## src/rtl/timer_mode_ctrl.sv

```systemverilog
// Purpose : mode sequencer for a countdown timer driven by two buttons and a 1 Hz tick.
// Latency : every output is a flop; it reflects an input event from the clk edge that samples it.
// Backpr. : none; strobes are consumed in the cycle they arrive, and a bt2 strobe that coincides with a bt1 event is dropped.
//
// Ports:
//   clk, reset            - system clock; asynchronous active-high reset
//   bt1_rise, bt1_fall    - button1 press/release strobes (synchronised, 1 cycle)
//   bt2_rise              - button2 press strobe (synchronised, 1 cycle)
//   tick                  - 1 Hz strobe, 1 cycle
//   count_zero            - level, countdown value is 00:00
//   mode                  - 0 IDLE, 1 RUN, 2 PAUSE, 3 PROG, 4 ALARM
//   cnt_run/flicker_on/alarm - state levels for RUN/PROG/ALARM
//   cnt_load/cnt_reset/prog_inc - single-cycle command pulses to the counter
//   prog_sel              - digit under edit while in PROG
module timer_mode_ctrl #(
  parameter int unsigned LONG_PRESS = 5,
  parameter int unsigned ALARM_LEN  = 10
) (
  input  logic       clk,
  input  logic       reset,
  input  logic       bt1_rise,
  input  logic       bt1_fall,
  input  logic       bt2_rise,
  input  logic       tick,
  input  logic       count_zero,
  output logic [2:0] mode,
  output logic       cnt_run,
  output logic       flicker_on,
  output logic       alarm,
  output logic       cnt_load,
  output logic       cnt_reset,
  output logic       prog_inc,
  output logic [1:0] prog_sel
);

  typedef enum logic [2:0] {
    S_IDLE  = 3'd0,
    S_RUN   = 3'd1,
    S_PAUSE = 3'd2,
    S_PROG  = 3'd3,
    S_ALARM = 3'd4
  } state_t;

  localparam logic [7:0] LP_SAT = 8'(LONG_PRESS);
  localparam logic [7:0] LP_M1  = 8'(LONG_PRESS - 1);
  localparam logic [7:0] AL_M1  = 8'(ALARM_LEN - 1);

  state_t     state_q, state_d;
  logic [1:0] sel_q, sel_d;
  logic [7:0] hold_cnt_q, hold_cnt_d;
  logic [7:0] alarm_cnt_q, alarm_cnt_d;
  logic       held_q, held_d;
  // Set once the current press has been consumed (long press or alarm
  // acknowledge) so nothing further is classified from it.
  logic       ign_q, ign_d;
  logic       run_d, flk_d, alm_d;
  logic       load_d, creset_d, inc_d;
  logic       run_q, flk_q, alm_q;
  logic       load_q, creset_q, inc_q;

  logic       short_ev, long_ev, bt2_ev, bt1_any;

  always_comb begin
    bt1_any  = bt1_rise | bt1_fall;
    short_ev = bt1_fall & held_q & ~ign_q;
    // Long press fires on the tick that takes the hold count to LONG_PRESS;
    // a release or re-press in the same cycle means the button is not held.
    long_ev  = tick & held_q & ~ign_q & ~bt1_any & (hold_cnt_q == LP_M1);
    // button1 activity wins over a coincident button2 strobe
    bt2_ev   = bt2_rise & ~bt1_any & ~long_ev;

    state_d     = state_q;
    sel_d       = sel_q;
    held_d      = held_q;
    ign_d       = ign_q;
    hold_cnt_d  = hold_cnt_q;
    alarm_cnt_d = 8'd0;
    load_d      = 1'b0;
    creset_d    = 1'b0;
    inc_d       = 1'b0;

    // Press tracking. A tick coinciding with the rise is not counted.
    if (bt1_rise) begin
      held_d     = 1'b1;
      ign_d      = 1'b0;
      hold_cnt_d = 8'd0;
    end else begin
      if (bt1_fall) held_d = 1'b0;
      if (tick && held_q && (hold_cnt_q < LP_SAT)) hold_cnt_d = hold_cnt_q + 8'd1;
    end
    if (long_ev) ign_d = 1'b1;

    case (state_q)
      S_IDLE: begin
        if (short_ev) begin
          if (!count_zero) state_d = S_RUN;
        end else if (long_ev) begin
          state_d = S_PROG;
        end else if (bt2_ev) begin
          creset_d = 1'b1;
        end
      end
      S_RUN: begin
        // reaching zero outranks a simultaneous short press
        if (count_zero)    state_d = S_ALARM;
        else if (short_ev) state_d = S_PAUSE;
      end
      S_PAUSE: begin
        if (short_ev) begin
          state_d = count_zero ? S_IDLE : S_RUN;
        end else if (long_ev) begin
          state_d = S_PROG;
        end else if (bt2_ev) begin
          creset_d = 1'b1;
          state_d  = S_IDLE;
        end
      end
      S_PROG: begin
        if (short_ev) begin
          if (sel_q == 2'd3) begin
            load_d  = 1'b1;
            state_d = S_IDLE;
          end else begin
            sel_d = sel_q + 2'd1;
          end
        end else if (long_ev) begin
          state_d = S_IDLE;
        end else if (bt2_ev) begin
          inc_d = 1'b1;
        end
      end
      S_ALARM: begin
        if (bt1_rise || bt2_ev) begin
          state_d = S_IDLE;
          // the release of an acknowledging button1 press must not act later
          if (bt1_rise) ign_d = 1'b1;
        end else if (tick) begin
          if (alarm_cnt_q == AL_M1) state_d = S_IDLE;
          else alarm_cnt_d = alarm_cnt_q + 8'd1;
        end else begin
          alarm_cnt_d = alarm_cnt_q;
        end
      end
      default: state_d = S_IDLE;
    endcase

    // digit index only has meaning in PROG; every entry starts at digit 0
    if (state_d != S_PROG) sel_d = 2'd0;

    run_d = (state_d == S_RUN);
    flk_d = (state_d == S_PROG);
    alm_d = (state_d == S_ALARM);
  end

  always_ff @(posedge clk or posedge reset) begin
    if (reset) begin
      state_q     <= S_IDLE;
      sel_q       <= 2'd0;
      hold_cnt_q  <= 8'd0;
      alarm_cnt_q <= 8'd0;
      held_q      <= 1'b0;
      ign_q       <= 1'b0;
      run_q       <= 1'b0;
      flk_q       <= 1'b0;
      alm_q       <= 1'b0;
      load_q      <= 1'b0;
      creset_q    <= 1'b0;
      inc_q       <= 1'b0;
    end else begin
      state_q     <= state_d;
      sel_q       <= sel_d;
      hold_cnt_q  <= hold_cnt_d;
      alarm_cnt_q <= alarm_cnt_d;
      held_q      <= held_d;
      ign_q       <= ign_d;
      run_q       <= run_d;
      flk_q       <= flk_d;
      alm_q       <= alm_d;
      load_q      <= load_d;
      creset_q    <= creset_d;
      inc_q       <= inc_d;
    end
  end

  assign mode       = state_q;
  assign prog_sel   = sel_q;
  assign cnt_run    = run_q;
  assign flicker_on = flk_q;
  assign alarm      = alm_q;
  assign cnt_load   = load_q;
  assign cnt_reset  = creset_q;
  assign prog_inc   = inc_q;

endmodule

```

## config.mk

```make
export PLATFORM = sky130hd
export DESIGN_NAME = timer_mode_ctrl
export DESIGN_NICKNAME = d
export VERILOG_FILES = /design/src/rtl/timer_mode_ctrl.sv
export SDC_FILE = /design/constraint.sdc
export NUM_CORES = 1
export LEC_CHECK = 0
export CORE_ASPECT_RATIO = 0.75
export CORE_MARGIN = 2
export CORE_UTILIZATION = 48
export CTS_CLUSTER_SIZE = 8
export DETAILED_ROUTE_END_ITERATION = 6
export PLACE_DENSITY = 0.82
export SLEW_MARGIN = 30
export SYNTH_ARGS = -nofsm -noshare
export SYNTH_HDL_FRONTEND = slang
export SYNTH_SLANG_ARGS = --single-unit
export TNS_END_PERCENT = 10
```

## constraint.sdc

```tcl
create_clock -name clk -period 2.1 [get_ports clk]
set_input_delay 0.525 -clock clk [delete_from_list [all_inputs] [get_ports clk]]
set_output_delay 0.525 -clock clk [all_outputs]
set_load 0.01 [all_outputs]
```

==> impl_metrics.tcl <==
set metrics [dict create \
    status "completed" \
    die_h_um 51.4 \
    dieArea_um2 3450 \
    clk_path_buf_depth 2 \
    hold_viol_final 0 \
    grt_usage 0.229 \
    worst_pin_slew_ns 0.447 \
    cp-start-kind "register" \
    root_buffer "clkbuf_8" \
    ys_ff_latch 29 \
    power.leakage_nw 0.862 \
    drt_iter0_markers 129 \
    initial_utilization 0.497 \
    ys_warn_count 0 \
    synth.most_common_cell "dfrtp_1" \
    min_path_type "register to register" \
    end_kind "register" \
    syn-cell-area_um2 1440 \
    synth_edf_count 0 \
    grt_overflow 0 \
    wl_mm 3.10 \
    die_w_um 67.2 \
    cts_tree "done" \
    combPwrFrac 0.171 \
    utilization 0.658 \
    finClkSkew_ns 0.00831 \
    hpwl_mm 2.19 \
    wl_met1_mm 1.32 \
    ys.flop_type "dfrtp_1" \
    coreArea_um2 2890 \
    antenna_found_initial 0 \
    nets 194 \
    clk_pin_slew_worst_paths_ns 0.06 \
    worst-setup-path-type "register to register" \
    p_sw_w 0.000333 \
    cts_buffers 5 \
    crit_arrival_ns 2.25 \
    crit_required_ns 2.33 \
    rr_startpoint "hold_cnt_q[4]$_DFFE_PP0P_" \
    finalWeightedCongestion 0.841 \
    dr_wl_met2_mm 1.59 \
    clkLatencyLatePin_ns 0.28 \
    ant_nets 0 \
    synth_largest_area_cell "dfrtp_1" \
    setup_violations 0 \
    via_per_inst 5.50 \
    yosysSeqAreaShare 0.505 \
    maxCapViolations 0 \
    grt_pass1_vias 1195 \
    cts_sinks 29 \
    r2r_slack_ns 0.08 \
    p_sw_frac 0.266 \
    syn_inst 140 \
    diodes 0 \
    top_layer "met4" \
    grt_first_pass_wirelength_mm 5.64 \
    synth_top_area_frac 0.505 \
    grt_setup_unrepaired "yes" \
    min_period_ns 2.02 \
    dpl_worst_slack_ns -0.457 \
    routedWlPerCell_um 14.0 \
    drt_first_pass_iters 4 \
    vias 1216 \
    ctsHtreeMaxLevel 2 \
    cp_max_fo 4 \
    timing.fmax_mhz 495 \
    portBuffers 17 \
    post-route-period-util 0.961 \
    synth_cell_types 42 \
    async_flop_share 1.00 \
    ff2ff_path_depth 5 \
    synthTopCellsByArea "dfrtp_1, nand2_1, ha_1, nor2_1, nor2b_1" \
    p_int_w 0.000918 \
    slew-limit-headroom 0.698 \
    syn_area_per_cell_um2 10.3 \
    synth_nets 152 \
    syn2layout_area_growth_pct 32.4 \
    drc 0 \
    grt_max_degree 30 \
    worstSetupEndpoint "alarm_cnt_q[3]$_DFFE_PP0P_" \
    clock_power_share 0.344 \
    synthTopCellsByCount "dfrtp_1, nand2_1, nor2_1, inv_1, nor2b_1" \
    finalWorstSetupSlack_ns 0.0811 \
    powerDensity_nw_per_um2 657 \
    wl_met3_um 142 \
    final-max-slew-violation-count 0 \
    crit_start "hold_cnt_q[4]$_DFFE_PP0P_" \
    r2r_end "alarm_cnt_q[3]$_DFFE_PP0P_" \
    ios 18 \
    vdd_ir_drop_max_uv 375 \
    drive_above_1_share 0.213 \
    fp-row-count 17 \
    p_seq_frac 0.485 \
]
[worst min path at each step]
stage               depth (start not counted)  slack [ns]                       from                         to
finish                                      1        0.49  hold_cnt_q[7]$_DFFE_PP0P_  hold_cnt_q[7]$_DFFE_PP0P_
global route                                1        0.55  hold_cnt_q[5]$_DFFE_PP0P_  hold_cnt_q[5]$_DFFE_PP0P_
CTS                                         1        0.50  hold_cnt_q[7]$_DFFE_PP0P_  hold_cnt_q[7]$_DFFE_PP0P_
detailed placement                          1        0.48  hold_cnt_q[7]$_DFFE_PP0P_  hold_cnt_q[7]$_DFFE_PP0P_
global placement                            1        0.48  hold_cnt_q[7]$_DFFE_PP0P_  hold_cnt_q[7]$_DFFE_PP0P_
floorplan                                   1        0.46  hold_cnt_q[7]$_DFFE_PP0P_  hold_cnt_q[7]$_DFFE_PP0P_
[cells by family (layout without fill, tap and decap cells)]
kind of cell             count (synthesis)  count (layout)  share of synthesized area
buffers and inverters                    8              51                     0.0209
AO/OA/AOI/OAI                           19              19                      0.104
adder cells (fa/ha/maj)                  5               5                     0.0435
multiplexers                             2               2                     0.0139
flip-flops                              29              29                      0.505
XOR/XNOR                                 7               7                     0.0426
AND/OR/NAND/NOR                         70              70                      0.270
[per-stage QoR]
stage	instances	TNS (ns)	cell area [µm²]	total power, W	hold WS [ns]
2_1_floorplan	140	0	1440	0.000715	0.456
3_3_place_gp	212	-4.82	1790	0.000814	0.478
3_5_place_dp	212	-5.68	1790	0.000826	0.481
4_1_cts	221	0	1900	0.00126	0.499
5_1_grt	221	-0.000995	1900	0.00132	0.551
6_report	221	0	1900	0.00125	0.493
[power by group through the flow]
stage / Clock (W) / Sequential [W] / Combinational [W]
after floorplan: 0 / 0.000622 / 0.0000935
after global placement: 0 / 0.000614 / 0.000200
after detailed placement: 0 / 0.000617 / 0.000208
after CTS: 0.000437 / 0.000607 / 0.000213
after global routing: 0.000469 / 0.000612 / 0.000236
final: 0.000430 / 0.000607 / 0.000214
[layer usage]
metal	vias up	GRT usage
met5	-	0
li1	578	-
met4	0	0.112
met1	603	0.274
met2	28	0.380
met3	7	0.0595
[critical path: stages (launching register included)]
cell and delay, ns:
dfrtp_1 0.36, or3_4 0.40, or4_4 0.55, a211oi_4 0.35, a31o_1 0.19, a22o_1 0.12
[layout by cell type (no fill, tap or decap), types with 3 or more instances in the layout]
| cell type | n |
|---|---|
| clkdlybuf4s50_1 | 14 |
| nand3_1 | 3 |
| clkbuf_8 | 5 |
| dfrtp_1 | 29 |
| nor2b_1 | 7 |
| buf_4 | 19 |
| nor3_1 | 5 |
| nand2_1 | 18 |
| ha_1 | 5 |
| inv_1 | 7 |
| nor4_1 | 3 |
| xnor2_1 | 5 |
| nor2_1 | 14 |
[layout make-up]
cell class	count	area (µm²)
inverters	7	26.3
clock buffers	6	72.6
repair buffers	36	313
well taps	38	47.5
clock inverters	2	10.0
flip-flops and latches	29	726
multi-input cells	103	708
fillers	233	990
[timing repair]
item,in CTS,in global routing
resized for setup,10,2
hold buffers,0,0
setup buffers,1,0
endpoints found under the setup margin,11,10
pin swaps,7,7
[sequential cells by signal, indices dropped and copies added, names as in the netlist]
name / count
alarm_cnt_q: 8
hold_cnt_q: 8
mode: 3
prog_sel: 2
alarm: 1
cnt_load: 1
cnt_reset: 1
cnt_run: 1
flicker_on: 1
held_q: 1
ign_q: 1
prog_inc: 1
Power figures use the tool's default switching activity.
